<file path="config.mk">
export PLATFORM = sky130hd
export DESIGN_NAME = multicycle_ctrl
export DESIGN_NICKNAME = d
export VERILOG_FILES = /design/src/rtl/multicycle_ctrl.sv
export SDC_FILE = /design/constraint.sdc
export NUM_CORES = 1
export LEC_CHECK = 0
export ABC_CLOCK_PERIOD_IN_PS = 1400
export CELL_PAD_IN_SITES_DETAIL_PLACEMENT = 1
export CELL_PAD_IN_SITES_GLOBAL_PLACEMENT = 1
export CORE_MARGIN = 2
export CORE_UTILIZATION = 27
export CTS_CLUSTER_DIAMETER = 120
export DETAILED_ROUTE_END_ITERATION = 6
export GPL_ROUTABILITY_DRIVEN = 0
export PLACE_DENSITY_LB_ADDON = 0.25
export SLEW_MARGIN = 25
export SYNTH_ARGS = -nofsm -noshare
export SYNTH_HDL_FRONTEND = slang
export SYNTH_SLANG_ARGS = --single-unit
export TNS_END_PERCENT = 50
</file>
<file path="constraint.sdc">
create_clock -name clk -period 1.4 [get_ports clk]
set_input_delay 0.21 -clock clk [delete_from_list [all_inputs] [get_ports clk]]
set_output_delay 0.21 -clock clk [all_outputs]
set_load 0.005 [all_outputs]
</file>
<file path="src/rtl/multicycle_ctrl.sv">
// Multicycle ARM main control: Moore FSM sequencing fetch/decode/execute plus ALU and instruction decoders.
// Latency: one state per clock (MEMRD/MEMWR held WAIT_CYCLES+1 cycles); no backpressure, decoders are combinational.
// Backpressure: none beyond the fixed memory wait; enables are forced low while reset_n is asserted.
module multicycle_ctrl #(
    parameter int WAIT_CYCLES = 0
) (
    input  logic       clk,
    input  logic       reset_n,
    input  logic [1:0] op,
    input  logic [5:0] funct,
    input  logic [3:0] rd,
    output logic       next_pc,
    output logic       irwrite,
    output logic       regw,
    output logic       memw,
    output logic       branch,
    output logic       pcs,
    output logic       adrsrc,
    output logic       alusrca,
    output logic [1:0] alusrcb,
    output logic [1:0] resultsrc,
    output logic [1:0] alucontrol,
    output logic [1:0] flagw,
    output logic [1:0] immsrc,
    output logic [1:0] regsrc,
    output logic [3:0] state_o
);

    typedef enum logic [3:0] {
        FETCH    = 4'd0,
        DECODE   = 4'd1,
        MEMADR   = 4'd2,
        MEMRD    = 4'd3,
        MEMWB    = 4'd4,
        MEMWR    = 4'd5,
        EXECUTER = 4'd6,
        EXECUTEI = 4'd7,
        ALUWB    = 4'd8,
        BRANCH   = 4'd9
    } state_t;

    localparam logic [3:0] WAIT_LAST = 4'(WAIT_CYCLES);

    state_t     state, state_nxt;
    logic [3:0] wcnt, wcnt_nxt;
    logic       npc_raw, irw_raw, regw_raw, memw_raw, br_raw;
    logic       aluop;
    logic [3:0] cmd;

    always_ff @(posedge clk or negedge reset_n) begin
        if (!reset_n) begin
            state <= FETCH;
            wcnt  <= 4'd0;
        end else begin
            state <= state_nxt;
            wcnt  <= wcnt_nxt;
        end
    end

    always_comb begin
        state_nxt = FETCH;
        wcnt_nxt  = 4'd0;
        npc_raw   = 1'b0;
        irw_raw   = 1'b0;
        regw_raw  = 1'b0;
        memw_raw  = 1'b0;
        br_raw    = 1'b0;
        adrsrc    = 1'b0;
        alusrca   = 1'b0;
        alusrcb   = 2'b00;
        resultsrc = 2'b00;
        aluop     = 1'b0;
        case (state)
            FETCH: begin
                alusrca   = 1'b1;
                alusrcb   = 2'b10;
                resultsrc = 2'b10;
                irw_raw   = 1'b1;
                npc_raw   = 1'b1;
                state_nxt = DECODE;
            end
            DECODE: begin
                alusrca   = 1'b1;
                alusrcb   = 2'b10;
                resultsrc = 2'b10;
                case (op)
                    2'b00:   state_nxt = funct[5] ? EXECUTEI : EXECUTER;
                    2'b01:   state_nxt = MEMADR;
                    2'b10:   state_nxt = BRANCH;
                    default: state_nxt = FETCH;
                endcase
            end
            MEMADR: begin
                alusrcb   = 2'b01;
                state_nxt = funct[0] ? MEMRD : MEMWR;
            end
            MEMRD: begin
                adrsrc = 1'b1;
                if (wcnt == WAIT_LAST) begin
                    state_nxt = MEMWB;
                end else begin
                    state_nxt = MEMRD;
                    wcnt_nxt  = wcnt + 4'd1;
                end
            end
            MEMWB: begin
                resultsrc = 2'b01;
                regw_raw  = 1'b1;
                state_nxt = FETCH;
            end
            MEMWR: begin
                adrsrc   = 1'b1;
                memw_raw = 1'b1;
                if (wcnt == WAIT_LAST) begin
                    state_nxt = FETCH;
                end else begin
                    state_nxt = MEMWR;
                    wcnt_nxt  = wcnt + 4'd1;
                end
            end
            EXECUTER: begin
                alusrcb   = 2'b00;
                aluop     = 1'b1;
                state_nxt = ALUWB;
            end
            EXECUTEI: begin
                alusrcb   = 2'b01;
                aluop     = 1'b1;
                state_nxt = ALUWB;
            end
            ALUWB: begin
                regw_raw  = 1'b1;
                state_nxt = FETCH;
            end
            BRANCH: begin
                alusrcb   = 2'b01;
                resultsrc = 2'b10;
                br_raw    = 1'b1;
                state_nxt = FETCH;
            end
            default: state_nxt = FETCH;
        endcase
    end

    // Enables are masked by reset_n so nothing fires while the core is held in reset.
    assign next_pc = npc_raw  & reset_n;
    assign irwrite = irw_raw  & reset_n;
    assign regw    = regw_raw & reset_n;
    assign memw    = memw_raw & reset_n;
    assign branch  = br_raw   & reset_n;
    assign pcs     = ((rd == 4'd15) & regw) | branch;

    assign cmd = funct[4:1];

    always_comb begin
        alucontrol = 2'b00;
        flagw      = 2'b00;
        if (aluop) begin
            case (cmd)
                4'b0100: alucontrol = 2'b00;
                4'b0010: alucontrol = 2'b01;
                4'b0000: alucontrol = 2'b10;
                4'b1100: alucontrol = 2'b11;
                default: alucontrol = 2'b00;
            endcase
            flagw[1] = funct[0];
            flagw[0] = funct[0] & ((cmd == 4'b0100) | (cmd == 4'b0010));
        end
    end

    assign immsrc  = op;
    assign regsrc  = {op == 2'b01, op == 2'b10};
    assign state_o = state;

endmodule

</file>
# After elaboration in Yosys (flattened, before gate mapping)
# Cells that the tools add are included.
# Widths: inputs -> output; s select.
dict set report op_classes {
  addsub 1
  n_mul 0
  n_div 0
  magnitude_cmp 0
  n_eq_ne 15
  n_shift 0
  muxes 20
  bitwise 8
  reduce_logical 10
}
# cell count
set ops {}
lappend ops {{$pmux 4 s6} 1}
lappend ops {{$eq 4x3->1 const B} 5}
lappend ops {{$eq 4x4->1 const B} 4}
lappend ops {{$eq 4x2->1 const B} 3}
lappend ops {{$logic_not 4->1} 3}
lappend ops {{$pmux 4 s3} 1}
lappend ops {{$mux 3} 3}
lappend ops {{$mux 1} 8}
lappend ops {{$mux 4} 2}
lappend ops {{$pmux 2 s2} 2}
lappend ops {{$reduce_or 2->1} 4}
lappend ops {{$and 1x1->1} 6}
lappend ops {{$pmux 2 s3} 1}
lappend ops {{$reduce_or 3->1} 2}
lappend ops {{$add 4x1->4 const B} 1}
lappend ops {{$eq 4x1->1 const B} 1}
lappend ops {{$mux 2} 2}
lappend ops {{$eq 2x1->1 const B} 1}
lappend ops {{$eq 2x2->1 const B} 1}
lappend ops {{$logic_not 2->1} 1}
lappend ops {{$or 1x1->1} 2}
dict set report totals {
  regBits 8
  latch_bits 0
  ram_bits 0
  rom_bits 0
  inputBits 14
  output_inout_bits 24
  word_cells 56
  mem_count 0
}

# Longest topological paths before layout
dict set report logic_depth {
  ltp_word 6
  depth_mapped 5
  depth_no_buf 5
}

# Worst setup path before layout
# Ideal clock, no wire load.
dict set report synth_timing {
  kind {reg-to-output}
  startpoint {register state[2] (netlist: state_o[2])}
  endpoint {output port pcs}
  t_arrival_ns 1.075
  required_ns 1.190
  setup_slack_ns 0.115
  path_stages_with_launch 5
  n_path_buf 1
  path_cell_list {dfrtp_1 buf_4 nor2b_4 o211a_1 a21o_1}
}
dict set report synth_between {
  elab_chain_len 6
  word_cells_on_any_way 10
  classes_between {eq/ne (3); mux (2); bitwise (4); reduce/logical (1)}
}
# element line_no
set synth_lines {}
lappend synth_lines {{from (decl)} 44} ;# state_t state, state_nxt;
lappend synth_lines {{from (signal assigned)} 55} ;# state <= state_nxt;
lappend synth_lines {{$eq 4x4->1 or $eq 4x3->1 (tied branches)} 73} ;# case (state)
lappend synth_lines {{$reduce_or 2->1 (no source line) (*)} -}
lappend synth_lines {{$mux 1 (*)} 73}
lappend synth_lines {{$and 1x1->1 (*)} 148} ;# assign regw = regw_raw & reset_n;
lappend synth_lines {{via regw} 14} ;# output logic regw,
lappend synth_lines {{$and 1x1->1 (*)} 151} ;# assign pcs = ((rd == 4'd15) & regw) | branch;
lappend synth_lines {{$or 1x1->1 (*)} 151}
lappend synth_lines {{to (decl)} 17} ;# output logic pcs,
# The timed path passes the listed nets; every way through them passes the cells marked *.

# Final worst setup path
dict set report layout_timing {
  startpoint {register state[3] (netlist: state_o[3])}
  endpoint {output port pcs}
}
dict set report layout_between {
  elab_chain_len 6
  word_cells_on_any_way 10
  classes_between {eq/ne (3); mux (2); bitwise (4); reduce/logical (1)}
}
# element line_no
set layout_lines {}
lappend layout_lines {{$eq 4x4->1 or $eq 4x3->1 (tied branches)} 73}
lappend layout_lines {{$reduce_or 2->1 (no source line)} -}
lappend layout_lines {{$mux 1} 73}
lappend layout_lines {{$and 1x1->1} 148}
lappend layout_lines {{$and 1x1->1} 151}
lappend layout_lines {{$or 1x1->1 (*)} 151}
# Mark *: on every way between the ends. The rest lies on a longest branch, timed or not.

==> flow_metrics.py <==
metrics = {
    "status": {
        "outcome": "complete, but fails checks",
        "violations": "setup timing",
    },
    "die": {
        "initial_core_util": 0.2878,
        "rows": 18,
        "pin_count": 38,
        "core_um2": 2500,
        "die-area_um2": 3094,
        "die_w_um": 55.62,
        "die_y_um": 55.62,
    },
    "timing": {
        "tightest_slew_ns": 0.2783,
        "fin_crit_sh": 1.208,
        "rsz0062_at_grt": "true",
        "fin_crit_ns": 1.692,
        "hold_viol_final": 0,
        "max_clock_freq_ghz": 0.5911,
        "worst_slack_ns": -0.2919,
        "drv_slew": 0,
        "finalSetupViolCount": 18,
        "relSlewSlack": 0.8132,
        "finalSetupTns_ns": -2.660,
        "skew_ns": 0.004059,
    },
    "synth": {
        "syn_inst": 81,
        "synthFlopType": "dfrtp_1",
        "synth_fp_nets": 97,
        "synthArstFlopShare": 1.000,
        "ys_seq_elements": 8,
        "synthDistinctLibCells": 35,
        "synth_seq_area_share": 0.2783,
        "synth-edff-count": 0,
        "avgSynthCellArea_um2": 8.882,
        "ys_warn_count": 0,
        "syn_area_um2": 719.4,
    },
    "layout": {
        "final-instance-count-excl-fill": 182,
        "n_antenna_cell": 0,
        "n_fill_cell": 290,
        "drive_above_1_share": 0.5789,
        "multiInputGateArea_um2": 553.0,
        "seq_area_um2": 202.7,
        "final_util": 0.5866,
        "layout_commonest_cell": "buf_4",
        "layout_common_cells": "30 x buf_4, 14 x buf_6, 12 x clkdlybuf4s50_1",
        "syn_to_final_growth_pct": 103.8,
        "finalInstanceArea_um2": 1466,
        "final_nets": 170,
    },
    "place": {
        "io_buffer_count": 37,
        "dpl_cell_area_um2": 1249,
        "post-dp-hpwl_um": 1860,
        "dp.cells": 164,
    },
    "global_routing": {
        "grt-ovfl-total": 0,
        "grt_pass1_vias": 966,
        "grt_pass1_wl_um": 4422,
        "grtUsageTotal": 0.1785,
        "grt_max_degree": 9,
        "antenna_found_initial": 0,
    },
    "route": {
        "routed_wl_um": 2792,
        "drc": 0,
        "via_per_inst": 4.736,
        "dr.pass1.iters": 3,
        "drt_iter0_drc": 7,
        "wire_per_inst_um": 15.34,
        "via_count": 862,
        "postRouteAntennaNets": 0,
    },
    "clocking": {
        "clk_pin_slew_worst_paths_ns": 0.06,
        "clk_latency_ns": 0.26,
        "htreeDepth": 1,
        "cts_buffer_depth": 2,
        "cts_tree": "yes",
        "cts_sinks": 8,
        "cts_buffers": 3,
        "cts_root_buf": "clkbuf_4",
    },
    "worst_setup_path": {
        "crit_required_ns": 1.19,
        "worst-setup-path-type": "reg -> out",
        "critPathSlowestCell": "dfrtp_2",
        "worstSetupStartpoint": "state_o[3]",
        "rr_startpoint": "state_o[3]",
        "critical_path.top_delay_family": "flip-flops",
        "slowest_delay_ns": 0.44,
        "path_cells": "buf_6 > nor2b_4 > o211a_1 > a21o_1 > buf_2",
        "cp.arrival_ns": 1.48,
        "critPathLaunchType": "flop",
        "cp_max_fo": 3,
        "crit_buf_inv": 2,
        "end_kind": "output port",
    },
    "pwr": {
        "powerDensity_nw_per_um2": 1604,
        "p_leak_nw": 0.7597,
        "power.total_w": 0.002352,
        "ir_drop_mv": 0.9812,
    },
    "worst_hold_path": {
        "hp-class": "in -> async",
    },
    "flow_run": {
        "drv_cap": 0,
    },
}
## flip-flops by register name, summed over array words and instances, names as in the netlist
signal,count
state_o,4
wcnt,4
## path summary, 6_finish.rpt
check                                  end  slack, ns  depth (start not counted)
worst min-delay path            state_o[2]       0.42                          2
max in group asynchronous       state_o[1]       0.83                          2
min in group clk                   wcnt[0]       0.53                          2
worst min register to register     wcnt[0]       0.53                          2
worst max register to register  state_o[2]      -0.06                          5
worst max-delay path                   pcs      -0.29                          5
## final cells by class
type / instances / share of cell area
clock buffers: 3 / 0.01536
inverters: 3 / 0.007679
multi-input cells: 61 / 0.3771
flip-flops and latches: 8 / 0.1382
well taps: 30 / 0.02560
repair buffers: 77 / 0.4360
## cell usage after synthesis, types with 2 or more instances
cell type  n  share of area
dfrtp_1    8           0.28
nor2_1     8          0.042
buf_4      6          0.063
nand3_1    6          0.042
and3_1     5          0.043
nor2b_1    4          0.035
a21oi_1    3          0.021
and2_1     3          0.026
inv_1      3          0.016
o21ai_0    3          0.021
xnor2_1    3          0.037
buf_2      2          0.014
ha_1       2          0.035
nand2_1    2          0.010
nor3b_1    2          0.021
xor2_1     2          0.024
## cells by family (layout without fill, tap and decap cells)
kind of cell | Yosys count | count (layout) | share of synthesized area
AND/OR/NAND/NOR | 42 | 42 | 0.3983
AO/OA/AOI/OAI | 12 | 12 | 0.1200
buffers and inverters | 12 | 83 | 0.1078
flip-flops | 8 | 8 | 0.2783
XOR/XNOR | 5 | 5 | 0.06088
adder cells (fa/ha/maj) | 2 | 2 | 0.03478
## metal layers
layer,GRT usage,wire (um)
met1,0.2144,1200
met2,0.3282,1458
met3,0.04186,122
met4,0.02439,11
met5,0,0
## report_power, final
| group | internal [W] | switching [W] | total, W | leakage (nW) |
|---|---|---|---|---|
| clock | 0.0000985 | 0.0000843 | 0.000183 | 0.0138 |
| combinational | 0.00106 | 0.000750 | 0.00181 | 0.641 |
| sequential | 0.000283 | 0.0000763 | 0.000360 | 0.105 |
## repair_timing
item | 4_1_cts | 5_1_grt
resized for setup | 103 | 18
buffers inserted | 12 | 3
pin swaps | 11 | 8
hold buffers | 0 | 0
endpoints found under the setup margin | 26 | 21
gates cloned | 0 | 0
endpoints found under the hold margin | 0 | 0
## through the flow
| stage | setup WS [ns] | hold slack [ns] |
|---|---|---|
| 5_1_grt | -0.3552 | 0.4376 |
| 4_1_cts | -0.2912 | 0.3969 |
| 2_1_floorplan | 0.1151 | -0.08559 |
| 3_5_place_dp | -0.4755 | 0.5236 |
| 6_report | -0.2919 | 0.4219 |
| 3_3_place_gp | -0.4162 | 0.5156 |
Power figures use the tool's default switching activity.
